`config.mk`:
```
export PLATFORM = sky130hd
export DESIGN_NAME = sevenseg_scan_capture_flat
export DESIGN_NICKNAME = d
export VERILOG_FILES = /design/src/rtl/sevenseg_scan_capture_if.sv /design/src/rtl/sevenseg_scan_capture.sv /design/src/flat_wrapper.sv
export SDC_FILE = /design/constraint.sdc
export NUM_CORES = 1
export LEC_CHECK = 0
export CAP_MARGIN = 0
export CELL_PAD_IN_SITES_DETAIL_PLACEMENT = 0
export CELL_PAD_IN_SITES_GLOBAL_PLACEMENT = 2
export CORE_MARGIN = 2
export CORE_UTILIZATION = 25
export CTS_BUF_LIST = sky130_fd_sc_hd__clkbuf_8
export CTS_CLUSTER_DIAMETER = 150
export DETAILED_ROUTE_END_ITERATION = 7
export PLACE_DENSITY_LB_ADDON = 0.12
export SLEW_MARGIN = 20
export SYNTH_ARGS = -nofsm -noshare
export SYNTH_HDL_FRONTEND = slang
export SYNTH_SLANG_ARGS = --single-unit
```
`constraint.sdc`:
```
create_clock -name clk -period 6.21 [get_ports clk]
set_input_delay 0.9315 -clock clk [delete_from_list [all_inputs] [get_ports clk]]
set_output_delay 0.9315 -clock clk [all_outputs]
set_load 0.01 [all_outputs]
```
`src/rtl/sevenseg_scan_capture_if.sv`:
```
// Seven-segment scan bus as seen by the capture monitor:
// raw active-low pins in, reassembled frame word and link status out.
interface sevenseg_scan_capture_if;
    logic [6:0]  seg_in;
    logic [3:0]  an_in;
    logic [15:0] word;
    logic        word_valid;
    logic        word_err;
    logic        link_up;
    logic [7:0]  err_count;

    modport master (
        output seg_in, an_in,
        input  word, word_valid, word_err, link_up, err_count
    );

    modport slave (
        input  seg_in, an_in,
        output word, word_valid, word_err, link_up, err_count
    );
endinterface

```
`src/rtl/sevenseg_scan_capture.sv`:
```
// Samples a multiplexed 4-digit seven-segment bus, debounces each digit,
// decodes it back to hex and emits one 16-bit word per complete scan frame.
module sevenseg_scan_capture #(
    parameter int STABLE_CYCLES  = 16,
    parameter int TIMEOUT_CYCLES = 1_000_000
) (
    input  logic                   clk,
    input  logic                   rst,
    sevenseg_scan_capture_if.slave bus
);
    localparam int SW = $clog2(STABLE_CYCLES + 1);
    localparam int IW = $clog2(TIMEOUT_CYCLES + 1);
    localparam logic [SW-1:0] STAB_MAX = SW'(STABLE_CYCLES);
    localparam logic [SW-1:0] STAB_PRE = SW'(STABLE_CYCLES - 1);
    localparam logic [IW-1:0] IDLE_MAX = IW'(TIMEOUT_CYCLES);

    typedef enum logic {NO_LINK, LINKED} state_t;

    logic [10:0]      sync1_q, sync2_q, prev_q;
    logic [SW-1:0]    stab_q, stab_d;
    logic [IW-1:0]    idle_q, idle_d;
    logic [3:0][3:0]  nib_q, nib_d;
    logic [3:0]       bad_q, bad_d;
    logic [3:0]       seen_q, seen_d;
    logic [15:0]      word_q, word_d;
    logic             err_q, err_d;
    logic             valid_q, valid_d;
    logic [7:0]       errcnt_q, errcnt_d;
    state_t           state_q, state_d;

    logic [3:0]       sel;
    logic [4:0]       dec;
    logic             same, acc;

    // {bad, nibble}; unknown patterns decode to 0 with bad set
    function automatic logic [4:0] decode(input logic [6:0] s);
        case (s)
            7'h40: decode = 5'h00;
            7'h79: decode = 5'h01;
            7'h24: decode = 5'h02;
            7'h30: decode = 5'h03;
            7'h19: decode = 5'h04;
            7'h12: decode = 5'h05;
            7'h02: decode = 5'h06;
            7'h78: decode = 5'h07;
            7'h00: decode = 5'h08;
            7'h10: decode = 5'h09;
            7'h08: decode = 5'h0A;
            7'h03: decode = 5'h0B;
            7'h46: decode = 5'h0C;
            7'h21: decode = 5'h0D;
            7'h06: decode = 5'h0E;
            7'h0E: decode = 5'h0F;
            default: decode = 5'h10;
        endcase
    endfunction

    assign sel  = ~sync2_q[10:7];
    assign dec  = decode(sync2_q[6:0]);
    assign same = (sync2_q == prev_q);
    // fires once, on the edge where the hold count reaches its limit
    assign acc  = same && (stab_q == STAB_PRE) && $onehot(sel);

    always_comb begin
        stab_d   = '0;
        idle_d   = (idle_q == IDLE_MAX) ? idle_q : idle_q + 1'b1;
        nib_d    = nib_q;
        bad_d    = bad_q;
        seen_d   = seen_q;
        word_d   = word_q;
        err_d    = err_q;
        valid_d  = 1'b0;
        errcnt_d = errcnt_q;
        state_d  = state_q;
        if (same)
            stab_d = (stab_q == STAB_MAX) ? stab_q : stab_q + 1'b1;
        if (acc) begin
            idle_d  = '0;
            state_d = LINKED;
            for (int i = 0; i < 4; i++) begin
                if (sel[i]) begin
                    nib_d[i] = dec[3:0];
                    bad_d[i] = dec[4];
                end
            end
            seen_d = seen_q | sel;
            if (seen_d == 4'hF) begin
                word_d  = nib_d;
                err_d   = |bad_d;
                valid_d = 1'b1;
                seen_d  = '0;
                bad_d   = '0;
                if (err_d && errcnt_q != 8'hFF)
                    errcnt_d = errcnt_q + 8'd1;
            end
        end else if (state_q == LINKED && idle_d == IDLE_MAX) begin
            state_d = NO_LINK;
            seen_d  = '0;
            bad_d   = '0;
        end
    end

    always_ff @(posedge clk or posedge rst) begin
        if (rst) begin
            sync1_q  <= 11'h7FF;
            sync2_q  <= 11'h7FF;
            prev_q   <= 11'h7FF;
            stab_q   <= '0;
            idle_q   <= '0;
            nib_q    <= '0;
            bad_q    <= '0;
            seen_q   <= '0;
            word_q   <= '0;
            err_q    <= 1'b0;
            valid_q  <= 1'b0;
            errcnt_q <= '0;
            state_q  <= NO_LINK;
        end else begin
            sync1_q  <= {bus.an_in, bus.seg_in};
            sync2_q  <= sync1_q;
            prev_q   <= sync2_q;
            stab_q   <= stab_d;
            idle_q   <= idle_d;
            nib_q    <= nib_d;
            bad_q    <= bad_d;
            seen_q   <= seen_d;
            word_q   <= word_d;
            err_q    <= err_d;
            valid_q  <= valid_d;
            errcnt_q <= errcnt_d;
            state_q  <= state_d;
        end
    end

    assign bus.word       = word_q;
    assign bus.word_valid = valid_q;
    assign bus.word_err   = err_q;
    assign bus.link_up    = (state_q == LINKED);
    assign bus.err_count  = errcnt_q;
endmodule

```
`src/flat_wrapper.sv`:
```
// flat-port wrapper written by rule: the top's interface ports become plain ports
module sevenseg_scan_capture_flat 
#(
    parameter int STABLE_CYCLES  = 16,
    parameter int TIMEOUT_CYCLES = 1_000_000
)
  (clk, rst, bus_seg_in, bus_an_in, bus_word, bus_word_valid, bus_word_err, bus_link_up, bus_err_count);
  sevenseg_scan_capture_if bus_i ();
  input  logic clk;
  input  logic rst;
  input wire logic [$bits(bus_i.seg_in)-1:0] bus_seg_in;
  input wire logic [$bits(bus_i.an_in)-1:0] bus_an_in;
  output wire logic [$bits(bus_i.word)-1:0] bus_word;
  output wire logic [$bits(bus_i.word_valid)-1:0] bus_word_valid;
  output wire logic [$bits(bus_i.word_err)-1:0] bus_word_err;
  output wire logic [$bits(bus_i.link_up)-1:0] bus_link_up;
  output wire logic [$bits(bus_i.err_count)-1:0] bus_err_count;
  assign bus_i.seg_in = bus_seg_in;
  assign bus_i.an_in = bus_an_in;
  assign bus_word = bus_i.word;
  assign bus_word_valid = bus_i.word_valid;
  assign bus_word_err = bus_i.word_err;
  assign bus_link_up = bus_i.link_up;
  assign bus_err_count = bus_i.err_count;
  sevenseg_scan_capture #(.STABLE_CYCLES(STABLE_CYCLES), .TIMEOUT_CYCLES(TIMEOUT_CYCLES)) u_core (.clk(clk), .rst(rst), .bus(bus_i));
endmodule
```
==> reports/summary.md, run 1 <==
The post-detailed-route count of antenna-violating nets is 0. The post-synthesis cell type count is 63. The worst setup path is launched from a flop.

The via count of the first global-routing pass was 3618; the clock tree buffer depth was 2. In the layout the commonest cells are sky130_fd_sc_hd__dfrtp_1 (76), sky130_fd_sc_hd__nor2_1 (60), sky130_fd_sc_hd__clkdlybuf4s50_1 (39), sky130_fd_sc_hd__nand2_1 (36), sky130_fd_sc_hd__dfstp_2 (33). The slew of the pin with the lowest slew margin was 0.9848 ns. Along the worst path, the maximum fanout reaches 18. The total routed wirelength was 12.03 mm; the synthesis warning total was 0. STA puts the critical path data required time at 6.49 ns. For this run, the register share of the synthesized area comes to 52.33%. After clock tree synthesis, the clock-pin slew on the worst setup and hold paths is 0.11 ns. The finished cells cover 6155 um2. The worst path in the final design needs a cycle of 4.058 ns, including I/O delays and setup. The effective utilization at floorplan was 25.33%; the part of the cycle the worst path needs was 65.35%. The number of gates resized after CTS was 0.

Once placement finished, the instance area stood at 5933 um2. The detail-routed via count per cell is 4.413, and the average cell area after synthesis is 10.67 um2. The run gives 0 as the count of max-cap constraint violations.

The detailed-route via count was 3548. The first global-routing pass estimated 20.13 mm of wire. The tools report the kind of end point of the critical path as a flop. The aggregate negative setup slack came out at 0 ns.

The hold-fix buffer count after cts was 0; the total power density per cell area was 210.9 nW/um2. Final count of hold timing violations: 0. The most instantiated flip-flop cell in the synthesis netlist was sky130_fd_sc_hd__dfrtp_1. The detailed router finished its first iteration with 242 violations. The class of the worst hold path is reg -> reg. Global routing consumed, over all layers together, 11.76% of the routing resources. The clock sink total is 109. CTS placed an instance of sky130_fd_sc_hd__clkbuf_8 at the clock tree root. The total placed cells including tap cells is 788.

Once layout is complete, the cells apart from fillers number 804. The repair_antennas step left the layout with diodes totalling 0. The fraction of final layout cells with drive strength greater than 1 is 16.26%, and the area of the die is 22340 um2. After synthesis the netlist holds a flip-flop and latch count of 109. The final layout contains 547 nets.

The pre-CTS setup slack is 2.188 ns, and the clock insertion delay at the later pin of the skew report is 0.39 ns. Maximum number of pins on one net before global-route repair: 74. For this run the aggregate overflow at the end of global routing stands at 0. The number of rows created at floorplan was 53; the worst slack on hold paths was 0.3613 ns. Setup violations remaining at the end of the flow were counted as 0.

The library cell used most frequently in the layout, excluding fill and tap cells, is sky130_fd_sc_hd__dfrtp_1. The logs give 2136 for the fill cell total of the finished layout and 0 for the number of antenna violations at the first check in global routing. The average wire per cell in the routed design was 14.96 um; the die extent in x was 149.5 um. The number of nets in the synthesized netlist is 519. The logs give 0 for the number of buffers added for setup after CTS and 0.08819 mV for the worst IR drop on VDD. In this run the static leakage power is 2.585 nW. Setup repair after global routing left no endpoint under its margin. The flow ran to the end, and the final reports show no timing, DRC or antenna violations. The area growth from synthesis to layout was 16.32%; the number of synthesized flops with an enable pin was 0.

In this run the count of I/O pins placed on the die edge is 40. The area of the core was 20890 um2; the port buffer count was 39. The setup path with the least slack is of type reg -> reg. Once detailed placement completed, the half-perimeter wirelength came to 8.072 mm.

The run gives 4.33 ns as the critical path arrival. Static timing analysis puts the maximum clock frequency at 246.4 MHz. The worst pin sits at a relative slew slack of 34.35%. The tools report the final setup slack of the worst path as 2.152 ns. TritonCTS built the clock tree. The die height is 149.5 um.

For this run, design rule violations remaining after detail routing come to 0. In the synthesized netlist, the number of instances is 496. After synthesis, the share of flip-flops with an asynchronous set or reset is 100.0%. After synthesis the cells add up to 5291 um2. Counting the buffers created by CTS gives 9. On the final layout, the worst clock skew is 0.01756 ns. At the end of routability-driven placement, the weighted congestion stood at 0.7195.

The H-tree was split into 3 levels. For the number of pins exceeding their max-slew limit in the final report, the log shows 0. The tools report the count of TritonRoute iterations in the first routing pass as 4.
==> cell type report <==
type	instances	area, um2	share of cell area, %
Sequential cell	109	2769	44.99
Tap cell	275	344.1	5.591
Clock buffer	9	123.9	2.013
Clock inverter	7	97.59	1.586
Inverter	23	88.84	1.443
Multi-Input combinational cell	340	2326	37.79
Timing Repair Buffer	41	405.4	6.587
==> critical path, cell delays in order, from the launching register on <==
cell and delay (ns):
sky130_fd_sc_hd__dfstp_2 0.72, sky130_fd_sc_hd__inv_1 0.08, sky130_fd_sc_hd__ha_1 0.30, sky130_fd_sc_hd__ha_1 0.21, sky130_fd_sc_hd__fa_1 0.46, sky130_fd_sc_hd__nand4bb_1 0.27
sky130_fd_sc_hd__a41oi_1 0.37, sky130_fd_sc_hd__nand4_1 0.61, sky130_fd_sc_hd__nand2_4 0.53, sky130_fd_sc_hd__mux2_2 0.38
==> through the flow <==
step / util [%] / power (mW)
2_1_floorplan: - / 0.7934
3_3_place_gp: 28.40 / 0.8189
3_5_place_dp: 28.40 / 0.8196
4_1_cts: 29.46 / 1.327
5_1_grt: 29.46 / 1.362
6_report: 29.46 / 1.298
==> per-layer routing <==
layer  track usage (%)  part of all wire [%]  vias up  routed length, um
li1                  -                     -     1771                  -
met4             4.810                   1.8        0                214
met1             16.52                    51     1712               6075
met2             17.87                    45       51               5407
met5                 0                     0        -                  0
met3             2.134                   2.8       14                332
==> report_power, final <==
group | internal, mW | switching [mW]
Combinational | 0.0218 | 0.0336
Sequential | 0.730 | 0.0187
Clock | 0.229 | 0.265
Total | 0.980 | 0.317
==> final timing paths <==
path	slack, ns	to	start	cells after the start
worst max-delay path	2.15	u_core.bus.word[8]	u_core.sync2_q[9]	9
worst min-delay path	0.36	u_core.sync2_q[0]	u_core.sync1_q[0]	0
worst max register to register	2.15	u_core.bus.word[8]	u_core.sync2_q[9]	9
worst min register to register	0.36	u_core.sync2_q[0]	u_core.sync1_q[0]	0
max in group asynchronous	4.05	u_core.prev_q[1]	rst	3
min in group asynchronous	1.10	u_core.stab_q[0]	rst	2
==> cells in the mapped netlist (all sizes together), types with 9 or more instances <==
| library cell | count | area share, % |
|---|---|---|
| nand3 | 16 | 1.6 |
| buf | 11 | 1.2 |
| nand2b | 9 | 1.1 |
| ha | 9 | 2.1 |
| clkbuf | 13 | 0.92 |
| a21oi | 26 | 2.5 |
| nor3 | 10 | 0.95 |
| xor2 | 25 | 4.1 |
| dfrtp | 76 | 36 |
| o21ai | 23 | 2.2 |
| dfstp | 33 | 16 |
| nand4 | 15 | 2.0 |
| inv | 23 | 1.6 |
| mux2 | 18 | 4.5 |
| nand2 | 37 | 2.8 |
| xnor2 | 17 | 2.8 |
| nor2 | 61 | 4.5 |
==> logic make-up (layout without fill, tap and decap cells) <==
family / count (synthesis) / count (layout) / synth area share [%]
AO/OA/AOI/OAI: 79 / 79 / 9.979
XOR/XNOR: 42 / 42 / 6.952
adder cells (fa/ha/maj): 10 / 10 / 2.507
buffers and inverters: 47 / 80 / 3.712
flip-flops: 109 / 109 / 52.33
multiplexers: 22 / 22 / 5.226
AND/OR/NAND/NOR: 187 / 187 / 19.30
==> state kept, by name, summed over array words and instances (netlist names) <==
register,cells
u_core.idle_q,20
u_core.bus.word,16
u_core.nib_q,16
u_core.prev_q,11
u_core.sync1_q,11
u_core.sync2_q,11
u_core.bus.err_count,8
u_core.stab_q,5
u_core.bad_q,4
u_core.seen_q,4
u_core.bus.link_up,1
u_core.bus.word_err,1
u_core.bus.word_valid,1
Note: power is estimated with default switching activity, not from simulation.
==> inputs of run 2 (changes only) <==
- clock period: 6.21 -> 3.3 ns (I/O delays scaled with it)
==> run 2 against run 1 <==
  * Via count is 2.9% higher
  * First-iteration DRC count increased by 2.9%
  * Critical path type unchanged
  * Setup slack got worse by 1.9 ns
  * Routed wire length fell by 1.6%
  * Largest cell class unchanged
  * Largest power group unchanged
  * Flip-flop and latch count did not move
  * Clock skew is 0.0069 ns higher
==> reports/summary.md, run 2 (synthesized netlist as in run 1, its figures left out) <==
The run finished with clean final reports. The die height came out at 149.5 um. The number of pins exceeding their max-slew limit in the final report came out at 0. Using the TritonRoute via totals, the vias-per-cell ratio works out to 4.442. Once placement finished, the instance area stood at 6083 um2.

Buffers inserted during clock tree synthesis total 9. The number of I/O pins is 40, and the number of antenna violations at the first check in global routing is 0. Compared with the post-synthesis result, the final layout area differs by 19.44%.

The final net count came out at 565. The post-DP HPWL is 8.071 mm. The number of rows created at floorplan was 53; the post-detailed-route count of antenna-violating nets was 0.

In this run the critical register-to-register path is captured at u_core.bus.word[8]. The fraction of final layout cells with drive strength greater than 1 works out to 19.20%. The critical path's top delay family was adder cells. In the final routed layout, each cell accounts on average for 14.39 um. The die extent in x works out to 149.5 um. The worst setup path is launched from a flop. The most frequent standard cell in the layout excluding fill and tap cells was sky130_fd_sc_hd__dfrtp_1. Adding up every negative setup slack in the final design gives 0 ns.

The worst pin sits at a relative slew slack of 59.82%. The clock arrives with 0.02442 ns of skew. For the worst flop-to-flop path, the logic depth is 9.

The clock period could shrink to 3.019 ns. Across all layers, the routed design uses 3651 vias. The launching instance or port of the critical path was u_core.sync2_q[9].

The startpoint of the most critical hold path is u_core.sync1_q[2]. For the via count of the first global-routing pass, the log shows 3691. TritonCTS built the clock tree. After layout, the worst path uses 91.50% of the clock period. The worst-case register-to-register setup slack was 0.28 ns; the total power density per cell area was 379.3 nW/um2.

The critical path goes through inv_1 -> ha_1 -> ha_1 -> fa_1 -> nand4bb_4 -> a41oi_2 -> nand4_1 -> nand2_4 -> mux2_2. The worst register-to-register path begins at u_core.sync2_q[9]. Summing all non-filler instances in the final layout gives an area of 6320 um2. Hold is met by 0.3573 ns. The port buffer count works out to 39.

The tree is rooted in a sky130_fd_sc_hd__clkbuf_8. 0 antenna diodes ended up in the layout. The worst setup path is captured at a flop.

The library cells used most frequently in the layout, excluding fill and tap cells, are sky130_fd_sc_hd__dfrtp_1 (76), sky130_fd_sc_hd__nor2_1 (60), sky130_fd_sc_hd__clkdlybuf4s50_1 (39), sky130_fd_sc_hd__nand2_1 (36), sky130_fd_sc_hd__dfstp_2 (33). The delay of the slowest cell on the worst path is 0.54 ns, and the worst endpoint required time is 3.59 ns. Setup violations remaining at the end of the flow were counted as 0. The H-tree was split into 3 levels.

The count of max-cap constraint violations is 0. Summed over all cells, the static leakage comes to 2.678 nW. Summing internal, switching and leakage power gives 2.397 mW.

Setup repair after global routing left no endpoint under its margin. The effective utilization at floorplan was 25.33%. The cell type of the slowest stage on the worst timing path is sky130_fd_sc_hd__dfstp_2.

Type of the worst setup path: reg -> reg. The run gives 2 as the clock tree buffer depth. The end point of the most critical hold path is u_core.sync2_q[2].

For the final core area utilization, the log shows 30.25%. The logs give 60 for the maximum number of pins on one net before global-route repair and 11.83 mm for the total routed wirelength. Class of the worst hold path: reg -> reg. The number of flip-flops in the largest register was 20; the fill cell total of the finished layout was 2162.

The number of buffer and inverter instances along the worst setup path is 1, and the maximum clock frequency is 331.2 MHz. The clock insertion delay at the later pin of the skew report is 0.40 ns, and the maximum fanout along the worst path is 18. The clock transition at the registers of the reported paths is 0.12 ns.

Counting stages on the worst path, the most repeated cell is sky130_fd_sc_hd__ha_1. The critical path crosses 9 cells after its start point. In this run, the number of DRC markers left after iteration 0 of detailed routing was 249.

Clock sink total: 109. For this run the aggregate overflow at the end of global routing stands at 0. The worst IR drop on VDD was 0.2395 mV.

The region available for standard cell placement spans 20890 um2. At the end of routability-driven placement, the weighted congestion stood at 0.7083. For the pin with the worst max-slew slack, the measured transition is 0.5981 ns. The global routing usage summed across all routing layers was 11.52%; the area of the die was 22340 um2. Counting flops per register, the top entry is u_core.idle_q. In this run, post-CTS hold repair placed 0 buffers. The count of unresolved DRC violations after routing was 0. The final count of hold timing violations was 0; the global-route wire length before repair was 20.14 mm. For this run, the detailed router's first-pass iteration total came to 4. The run gives 3.31 ns as the critical path arrival. Counting instances, the worst hold path has a depth of 0.
## run 2: changes by cell type in the layout (fill, tap and decap cells not counted), sizes merged
| cell | delta |
|---|---|
| buf | +18 |
| bufinv | -1 |
| clkinvlp | -1 |
| inv | +2 |
## run 2: area by class of cell
class	instances	area [um2]	area share [%]
clock buffer	9	123.9	1.960
clock inverter	7	85.08	1.346
inverter	23	90.09	1.425
multi-input combinational	340	2351	37.20
sequential	109	2769	43.81
tap	275	344.1	5.444
timing repair buffer	59	556.8	8.810
## run 2: through the flow
stage	setup slack (ns)	std cells
floorplan	0.006559	496
global placement	0.2726	805
detailed placement	0.1741	805
CTS	0.1628	821
global route	0.04699	822
finish	0.2806	822
## run 2: repair_timing
item	CTS	global route
buffers inserted	0	1
resized for setup	0	3
endpoints found under the setup margin	0	12
## run 2: routing by layer
metal,routed length [um],GRT usage [%],vias up,share of wire (%)
li1,-,-,1810,-
met1,5732,15.77,1772,48
met2,5585,18.49,56,47
met3,340,1.860,13,2.9
met4,174,4.048,0,1.5
met5,0,0,-,0
## run 2: report_power, final
part           switching, mW  internal, mW  leakage (nW)  total, mW
Combinational         0.0772        0.0521          1.17      0.129
Sequential            0.0239          1.37          1.39       1.40
Clock                  0.506         0.365         0.109      0.871
## run 2: worst max-delay path by stage
stage / end / slack, ns
floorplan: u_core.bus.err_count[1] / 0.007
global placement: u_core.bus.word[12] / 0.27
detailed placement: u_core.bus.word[8] / 0.17
CTS: u_core.bad_q[2] / 0.16
global route: u_core.nib_q[5] / 0.05
finish: u_core.bus.word[8] / 0.28
